===== src/rtl/uart_cmd_responder.sv =====
// uart_cmd_responder
//   Host-side command responder for the uart core. Unloads received bytes,
//   decodes Write ('W' addr data), Read ('R' addr) and Burst ('B' addr cnt)
//   commands against a synchronous block-RAM port, and returns every response
//   byte through the uart TX handshake.
//
// Ports
//   clk, reset            : system clock, asynchronous active-high reset
//   rx_empty, rx_data     : uart RX status / byte (byte valid cycle after unload)
//   uld_rx_data           : one-cycle unload pulse to uart
//   tx_empty              : uart transmitter idle
//   ld_tx_data, tx_data   : one-cycle load pulse and response byte to uart
//   mem_en, mem_we        : memory strobe and write enable
//   mem_addr, mem_wdata   : memory address and write data
//   mem_rdata             : memory read data, valid one cycle after a read strobe
//   busy                  : command partially received or being executed/answered
//   bad_cmd               : one-cycle pulse on an unknown opcode
//   timeout_err           : one-cycle pulse when a partial command is discarded
module uart_cmd_responder #(
  parameter int ADDR_W         = 8,
  parameter int TIMEOUT_CYCLES = 1000000
) (
  input  logic              clk,
  input  logic              reset,
  input  logic              rx_empty,
  input  logic [7:0]        rx_data,
  output logic              uld_rx_data,
  input  logic              tx_empty,
  output logic              ld_tx_data,
  output logic [7:0]        tx_data,
  output logic              mem_en,
  output logic              mem_we,
  output logic [ADDR_W-1:0] mem_addr,
  output logic [7:0]        mem_wdata,
  input  logic [7:0]        mem_rdata,
  output logic              busy,
  output logic              bad_cmd,
  output logic              timeout_err
);

  localparam logic [7:0]  OP_W = 8'h57;
  localparam logic [7:0]  OP_R = 8'h52;
  localparam logic [7:0]  OP_B = 8'h42;
  localparam logic [23:0] TMO_LAST = 24'(TIMEOUT_CYCLES - 1);

  typedef enum logic [3:0] {
    S_WAIT, S_UNLOAD, S_CAPTURE, S_DECODE, S_MEM_WR,
    S_MEM_RD, S_RD_LAT, S_SEND, S_SEND_GAP
  } state_t;

  state_t            r_state;
  logic [1:0]        r_idx;
  logic [7:0]        r_op;
  logic [ADDR_W-1:0] r_addr;
  logic [7:0]        r_data;   // write data for 'W', byte count for 'B'
  logic [7:0]        r_rem;    // burst bytes still to send after the current one
  logic [23:0]       r_tmo;
  logic [7:0]        r_tx;
  logic              r_uld, r_ld, r_en, r_we, r_bad, r_tmo_err;

  assign uld_rx_data = r_uld;
  assign ld_tx_data  = r_ld;
  assign tx_data     = r_tx;
  assign mem_en      = r_en;
  assign mem_we      = r_we;
  assign mem_addr    = r_addr;
  assign mem_wdata   = r_data;
  assign bad_cmd     = r_bad;
  assign timeout_err = r_tmo_err;
  assign busy        = !((r_state == S_WAIT) && (r_idx == 2'd0));

  always_ff @(posedge clk or posedge reset) begin
    if (reset) begin
      r_state   <= S_WAIT;
      r_idx     <= 2'd0;
      r_op      <= 8'h00;
      r_addr    <= '0;
      r_data    <= 8'h00;
      r_rem     <= 8'h00;
      r_tmo     <= 24'd0;
      r_tx      <= 8'h00;
      r_uld     <= 1'b0;
      r_ld      <= 1'b0;
      r_en      <= 1'b0;
      r_we      <= 1'b0;
      r_bad     <= 1'b0;
      r_tmo_err <= 1'b0;
    end else begin
      // All strobes are single-cycle; they default low every cycle.
      r_uld     <= 1'b0;
      r_ld      <= 1'b0;
      r_en      <= 1'b0;
      r_we      <= 1'b0;
      r_bad     <= 1'b0;
      r_tmo_err <= 1'b0;

      case (r_state)
        S_WAIT: begin
          if (!rx_empty) begin
            r_uld   <= 1'b1;
            r_state <= S_UNLOAD;
          end else if (r_idx != 2'd0) begin
            if (r_tmo == TMO_LAST) begin
              r_tmo_err <= 1'b1;
              r_idx     <= 2'd0;
              r_tmo     <= 24'd0;
            end else begin
              r_tmo <= r_tmo + 24'd1;
            end
          end
        end

        S_UNLOAD: r_state <= S_CAPTURE;

        S_CAPTURE: begin
          r_tmo <= 24'd0;
          case (r_idx)
            2'd0: begin
              r_op <= rx_data;
              // Unknown opcodes are complete after one byte.
              if (rx_data == OP_W || rx_data == OP_R || rx_data == OP_B) begin
                r_idx   <= 2'd1;
                r_state <= S_WAIT;
              end else begin
                r_state <= S_DECODE;
              end
            end
            2'd1: begin
              r_addr <= rx_data[ADDR_W-1:0];
              if (r_op == OP_R) begin
                r_state <= S_DECODE;
              end else begin
                r_idx   <= 2'd2;
                r_state <= S_WAIT;
              end
            end
            default: begin
              r_data  <= rx_data;
              r_state <= S_DECODE;
            end
          endcase
        end

        S_DECODE: begin
          case (r_op)
            OP_W: begin
              r_en    <= 1'b1;
              r_we    <= 1'b1;
              r_state <= S_MEM_WR;
            end
            OP_R: begin
              r_rem   <= 8'h00;
              r_en    <= 1'b1;
              r_state <= S_MEM_RD;
            end
            OP_B: begin
              // cnt=0 wraps to 255 remaining, i.e. 256 bytes in total.
              r_rem   <= r_data - 8'd1;
              r_en    <= 1'b1;
              r_state <= S_MEM_RD;
            end
            default: begin
              r_tx    <= 8'h3F;
              r_bad   <= 1'b1;
              r_state <= S_SEND;
            end
          endcase
        end

        S_MEM_WR: begin
          r_tx    <= 8'h4B;
          r_state <= S_SEND;
        end

        S_MEM_RD: r_state <= S_RD_LAT;

        S_RD_LAT: begin
          r_tx    <= mem_rdata;
          r_state <= S_SEND;
        end

        S_SEND: begin
          if (tx_empty) begin
            r_ld    <= 1'b1;
            r_state <= S_SEND_GAP;
          end
        end

        S_SEND_GAP: begin
          if (r_op == OP_B && r_rem != 8'h00) begin
            r_addr  <= r_addr + 1'b1;
            r_rem   <= r_rem - 8'd1;
            r_en    <= 1'b1;
            r_state <= S_MEM_RD;
          end else begin
            r_idx   <= 2'd0;
            r_state <= S_WAIT;
          end
        end

        default: r_state <= S_WAIT;
      endcase
    end
  end

endmodule


===== config.mk =====
export PLATFORM = sky130hd
export DESIGN_NAME = uart_cmd_responder
export DESIGN_NICKNAME = d
export VERILOG_FILES = /design/src/rtl/uart_cmd_responder.sv
export SDC_FILE = /design/constraint.sdc
export NUM_CORES = 1
export LEC_CHECK = 0
export BUFFER_PORTS_ARGS = -buffer_cell sky130_fd_sc_hd__buf_4
export CORE_ASPECT_RATIO = 1.75
export CORE_MARGIN = 5
export CORE_UTILIZATION = 58
export DETAILED_ROUTE_END_ITERATION = 6
export PLACE_DENSITY = 0.87
export SYNTH_ARGS = -nofsm -noshare
export SYNTH_HDL_FRONTEND = slang
export SYNTH_SLANG_ARGS = --single-unit

===== constraint.sdc =====
create_clock -name clk -period 2.35 [get_ports clk]
set_input_delay 0.1175 -clock clk [delete_from_list [all_inputs] [get_ports clk]]
set_output_delay 0.1175 -clock clk [all_outputs]
set_load 0.01 [all_outputs]

## Word-level counts from Yosys, hierarchy flattened

Cells that the tools add are included.

| operators by class | value |
|---|---|
| add/sub/neg operators | 4 |
| multipliers | 0 |
| divide/modulo/power cells | 0 |
| $lt $le $gt $ge | 0 |
| equality and inequality tests | 29 |
| shift-type cells | 0 |
| multiplexer cells | 43 |
| bitwise logic cells | 1 |
| reductions and logical operators | 26 |

Operator list:

| operator | number |
|---|---|
| $mux W24 | 3 |
| $eq A8 B7 Y1 const B | 6 |
| $pmux W24 S2 | 1 |
| $pmux W8 S2 | 3 |
| $mux W8 | 4 |
| $pmux W4 S8 | 1 |
| $add A24 B1 Y24 const B | 1 |
| $eq A24 B20 Y1 const B | 1 |
| $pmux W8 S3 | 1 |
| $eq A4 B3 Y1 const B | 4 |
| $mux W2 | 8 |
| $sub A8 B1 Y8 const B | 2 |
| $mux W1 | 14 |
| $ne A2 B2 Y1 const B | 7 |
| $ne A3 B3 Y1 const B | 4 |
| $reduce_and A3 Y1 | 3 |
| $add A8 B1 Y8 const B | 1 |
| $eq A4 B2 Y1 const B | 2 |
| $mux W4 | 2 |
| $pmux W2 S2 | 2 |
| $pmux W4 S2 | 1 |
| $reduce_and A2 Y1 | 4 |
| $reduce_and A8 Y1 | 1 |
| $reduce_bool A2 Y1 | 4 |
| other kinds (17) | 23 |

| word-level totals | value |
|---|---|
| register bits after elaboration | 76 |
| bits in latches | 0 |
| RAM bits | 0 |
| memory bits (read-only) | 0 |
| bits of input ports | 20 |
| output and inout port bits | 31 |
| word-level logic and storage cells | 117 |
| memories kept | 0 |

## Longest topological paths before layout

| logic depth | value |
|---|---|
| depth after elaboration | 6 |
| gate-level depth with buffers | 8 |
| mapped depth without buffers | 7 |

## Least setup slack after synthesis

No wires, ideal clock.

| path | value |
|---|---|
| path type | reg-to-reg |
| from | register r_tmo[20] |
| to | register r_idx[0] |
| library setup time | 0.128 ns |
| data arrival time | 1.984 ns |
| data required time | 2.222 ns |
| path slack | 0.239 ns |
| cell stages (with the launch flop) | 6 |
| path buffers | 0 |
| period minus slack after synthesis | 2.111 ns |
| cell sequence | dfrtp_1 > or4b_4 > nor4_4 > nand4_1 > a211oi_2 > mux2_1 |

| on the way | value |
|---|---|
| cells in the longest elaborated chain, start to end | 3 |

RTL lines:

| item | line | source |
|---|---|---|
| from (decl) | 57 | `logic [23:0] r_tmo;` |
| from (signal assigned) | 108 | `r_tmo <= r_tmo + 24'd1;` |
| $eq A24 B20 Y1 | 103 | `if (r_tmo == TMO_LAST) begin` |
| $ne A2 B1 Y1 (no source line) | - |  |
| $reduce_and A8 Y1 (no source line) | - |  |
| to (signal assigned) | 105 | `r_idx <= 2'd0;` |
| to (signal assigned) | 122 | `r_idx <= 2'd1;` |
| to (signal assigned) | 133 | `r_idx <= 2'd2;` |
| to (decl) | 52 | `logic [1:0] r_idx;` |

No other way between the ends.
A chain may end at the register's enable or synchronous reset.

## Final worst setup path

| path | value |
|---|---|
| from | register r_rem[6] |
| to | register r_idx[0] |

| on the way | value |
|---|---|
| cells in the longest elaborated chain, start to end | 4 |

RTL lines:

| item | line | source |
|---|---|---|
| from (decl) | 56 | `logic [7:0] r_rem;` |
| from (signal assigned) | 158 | `r_rem <= r_data - 8'd1;` |
| from (signal assigned) | 192 | `r_rem <= r_rem - 8'd1;` |
| $reduce_bool A8 Y1 | 190 | `if (r_op == OP_B && r_rem != 8'h00) begin` |
| $logic_and A1 B1 Y1 | 190 |  |
| $ne A2 B2 Y1 (no source line) | - |  |
| $reduce_and A8 Y1 (no source line) | - |  |
| to (signal assigned) | 122 |  |
| to (signal assigned) | 133 |  |
| to (signal assigned) | 196 | `r_idx <= 2'd0;` |

No other way between the ends.

==> results by stage <==
Timing:
- Setup violations remaining at the end of the flow were counted as 0.
- The max-slew violation total from the final report came to 0.
- Headroom to the max-slew limit came out at 0.4915.
- The maximum operating frequency is 438.3 MHz.
- Counting I/O delays and the setup requirement, the final critical path takes 2281 ps.
- The worst hold slack is 14.46 ps.
- The final critical-path share of the clock period is 0.9708.
- Across the routed clock network, the largest skew measured is 8.133 ps.
- For the pin with the worst max-slew slack, the measured transition is 761.7 ps.
- Once routing completed, OpenROAD measured the worst setup slack at 68.53 ps.
- The count of final hold-check violations is 0.

Synth:
- Measured against the total synthesized area, the mux share comes to 0.05271.
- The synthesized netlist net count is 439.
- The total of warnings raised by yosys is 0.
- The synthesized instance count is 414.
- The number of enable flip-flop cells after synthesis is 0.
- The basic-gate share of the synthesized area counting and, or, nand and nor cells is 0.2254.
- After synthesis the cells add up to 0.004035 mm2.
- Of the total synthesized cell area, the portion taken by XOR and XNOR cells is 0.04992.
- After synthesis, the netlist uses 63 different library cells.
- Of all flip-flops after synthesis, the portion carrying an async set or reset was 1.000.
- After synthesis the netlist holds a flip-flop and latch count of 76.
- A synthesized cell averages 9.747 um2.
- The share of the Yosys chip area taken by registers is 0.4713.
- The dominant combinational cell family by area after synthesis is simple AND/OR/NAND/NOR gates.
- The synthesized-area fraction occupied by ao, oa, aoi and oai cells is 0.1529.
- Among all flip-flop cells after synthesis, the most frequent one is dfrtp_1.
- The fraction of the mapped netlist area in adder cells is 0.01550.

Run:
- The total of max-cap violations is 0.

Floorplanning:
- The floorplan step defined a die boundary enclosing 0.008791 mm2.
- After floorplanning, the core was sized to cover 0.006807 mm2.
- The standard-cell row count is 40.
- The vertical die dimension is 120.3 um.
- The number of top-level pins is 51.
- The starting density of the core is 0.5928.
- The width of the die is 73.05 um.

Worst setup path:
- In this design, the stage delay of the slowest critical-path cell is 590 ps.
- The category of the most critical setup path is register to register.
- At the worst endpoint, the arrival time is 2500 ps.
- The sort of element at the end of the critical path is a register.
- The logic depth of the worst register-to-register path is 5.
- At the worst endpoint, the required time is 2570 ps.
- On the critical path, the stage with the largest delay is an instance of or4_4.
- Of all nets on the critical path, the largest fanout is 4.
- The critical path goes through or4_4 > o41ai_4 > o211ai_1 > a211oi_2 > mux2_4.
- STA classifies the critical path startpoint as a register.

Detailed routing:
- The routed via count divided by cell count is 6.274.
- The first routing iteration left 312 violations.
- In this run the remaining antenna-violating nets after routing total 0.
- The DRC violation count after routing is 0.
- The routed wire length is 10.55 mm.
- The detailed router placed 3,576 vias in this run.
- The mean routed wirelength per cell is 18.51 um.
- The number of iterations in the first detailed-routing pass is 4.

Run status:
- The flow ran to the end, and the final reports show no timing, DRC or antenna violations.

Placed design:
- During placement, the flow inserted port buffers numbering 50.
- Counting tap cells, the placed design contains a total of 551 instances.
- Prior to clock tree synthesis, the placed netlist has a worst setup slack of 97.02 ps.
- After legalization and detailed placement, the total HPWL measured 7.468 mm.
- The congestion estimate from routability-driven global placement came to 0.8861.

Global routing:
- The number of global-route vias before repair came to 3,676.
- After global routing the overflow that remains totals 0.
- The wire length of the first global-routing pass is 17.32 mm.
- Entering global routing, the biggest net connects 42 pins.
- The initial antenna violation count is 0.
- In the global route stage, overall resource usage came out at 0.2538.

Pwr:
- Across the VDD grid, the largest voltage drop is 0.7312 mV.
- The cell area power density is 1169 mW/mm2.
- For this design the static power due to leakage is 2.166 nW.
- Summing internal, switching and leakage power gives 5.815 mW.

Clocking:
- The clock tree from TritonCTS is built.
- The total number of H-tree levels is 3.
- The CTS buffer count is 9.
- The clock-pin slew reported for the worst setup and hold paths after clock tree synthesis is 60 ps.
- At the later pin of the worst-skew pair, clock insertion delay measures 340 ps.
- The CTS sink count is 76.
- In this run the clock root is driven by a clkbuf_16.
- The maximum clock path buffer count is 2.

Final layout:
- The total area of multi-input combinational cells is 0.002014 mm2.
- Relative to the synthesized area, the layout overhead comes to 23.22%.
- Registers take 0.001902 mm2.
- The most frequent standard cell in the layout excluding fill and tap cells is dfrtp_1.
- The number of non-filler instances in the completed layout is 570.
- The library cells used most frequently in the layout, excluding fill and tap cells, are dfrtp_1 (76), buf_4 (67), nor2_1 (42).
- After the last flow step, the layout net total stands at 506.
- The number of antenna diodes in the final layout is 0.
- In the final layout, the share of cells above drive strength 1 is 0.2407.
- The layout has 486 filler cells.

Min path:
- Along the worst hold path, the cell count comes to 3.
- The type of the most critical hold path is input pin to register.
[metrics by stage]
step / setup TNS [ps] / instance area [um2] / util
2_1_floorplan: 0 / 4035 / -
3_3_place_gp: 0 / 4593 / 0.6748
3_5_place_dp: 0 / 4593 / 0.6748
4_1_cts: 0 / 4954 / 0.7278
5_1_grt: -17.34 / 4972 / 0.7305
6_report: 0 / 4972 / 0.7305
[repair_timing]
action                                  4_1_cts  5_1_grt
resized for setup                             0        2
endpoints found under the hold margin        37        0
setup buffers                                 0        1
endpoints found under the setup margin        0        2
hold buffers                                  2        0
[power by group]
part	leakage (nW)	internal, mW	total (mW)	switching, mW
combinational	1.06	0.995	2.08	1.08
sequential	0.947	1.69	2.16	0.467
clock	0.161	1.03	1.57	0.541
total	2.17	3.72	5.82	2.09
[worst max-delay path, delay by kind of cell (launching register included)]
| kind | cells | cell delay (ps) |
|---|---|---|
| and+or+nand+nor | 1 | 590 |
| DFF | 1 | 390 |
| muxes | 1 | 340 |
| AOI/OAI and AO/OA | 3 | 840 |
[metal layers]
metal	vias up	track usage	part of all wire	routed length [um]
li1	1636	-	-	-
met1	1741	0.2731	0.36	3775
met2	152	0.4411	0.55	5773
met3	47	0.06156	0.054	569
met4	0	0.1386	0.041	435
met5	-	0	0	0
[synth_stat cells, types with 3 or more instances]
cell type / instances / share of area
nand4_1: 5 / 0.0078
nor3_1: 12 / 0.015
buf_2: 5 / 0.0062
clkbuf_1: 6 / 0.0056
or2_2: 3 / 0.0047
nor2b_1: 4 / 0.0062
o21ai_0: 23 / 0.029
nand2_1: 34 / 0.032
a31oi_1: 6 / 0.0093
o211ai_1: 3 / 0.0056
a22o_1: 6 / 0.013
o21a_1: 3 / 0.0056
and3_1: 5 / 0.0078
nand3_1: 19 / 0.024
nor3b_1: 4 / 0.0074
inv_1: 18 / 0.017
a21oi_1: 19 / 0.024
mux2_2: 16 / 0.045
nor2_1: 42 / 0.039
xnor2_1: 21 / 0.046
nand2b_1: 8 / 0.012
nor4b_1: 4 / 0.0087
o22ai_1: 10 / 0.016
dfrtp_1: 76 / 0.47
and4_1: 3 / 0.0065
nor4_1: 5 / 0.0078
or3_1: 4 / 0.0062
ha_1: 5 / 0.016
[flip-flops by register name, indices dropped and copies added (netlist names)]
signal       flops
mem_en           1
mem_addr         8
r_idx            2
tx_data          8
uld_rx_data      1
mem_wdata        8
r_rem            8
r_tmo           24
ld_tx_data       1
timeout_err      1
mem_we           1
bad_cmd          1
r_op             8
r_state          4
[final cells by class]
cell class / instances / area share
Timing Repair Buffer: 70 / 0.1092
Clock buffer: 9 / 0.04529
Multi-Input combinational cell: 306 / 0.4051
Inverter: 18 / 0.01359
Sequential cell: 76 / 0.3825
Tap cell: 84 / 0.02114
Clock inverter: 7 / 0.02315
[worst paths after layout]
check | endpoint | slack, ps | start
min | tx_data[7]$_DFFE_PP0P_ | 10 | mem_rdata[7]
max in group asynchronous | r_op[6]$_DFFE_PP0P_ | 1200 | reset
min in group asynchronous | mem_en$_DFF_PP0_ | 480 | reset
max | r_idx[0]$_DFFE_PP0P_ | 70 | r_rem[6]$_DFFE_PP0P_
max reg2reg | r_idx[0]$_DFFE_PP0P_ | 70 | r_rem[6]$_DFFE_PP0P_
min reg2reg | r_op[1]$_DFFE_PP0P_ | 500 | r_op[1]$_DFFE_PP0P_
[cell families after synthesis]
group,Yosys count
simple gates,167
compound gates,92
flops,76
buf+inv,32
xor+xnor,23
mux,19
fa+ha+maj,5
Note: power is estimated with default switching activity, not from simulation.
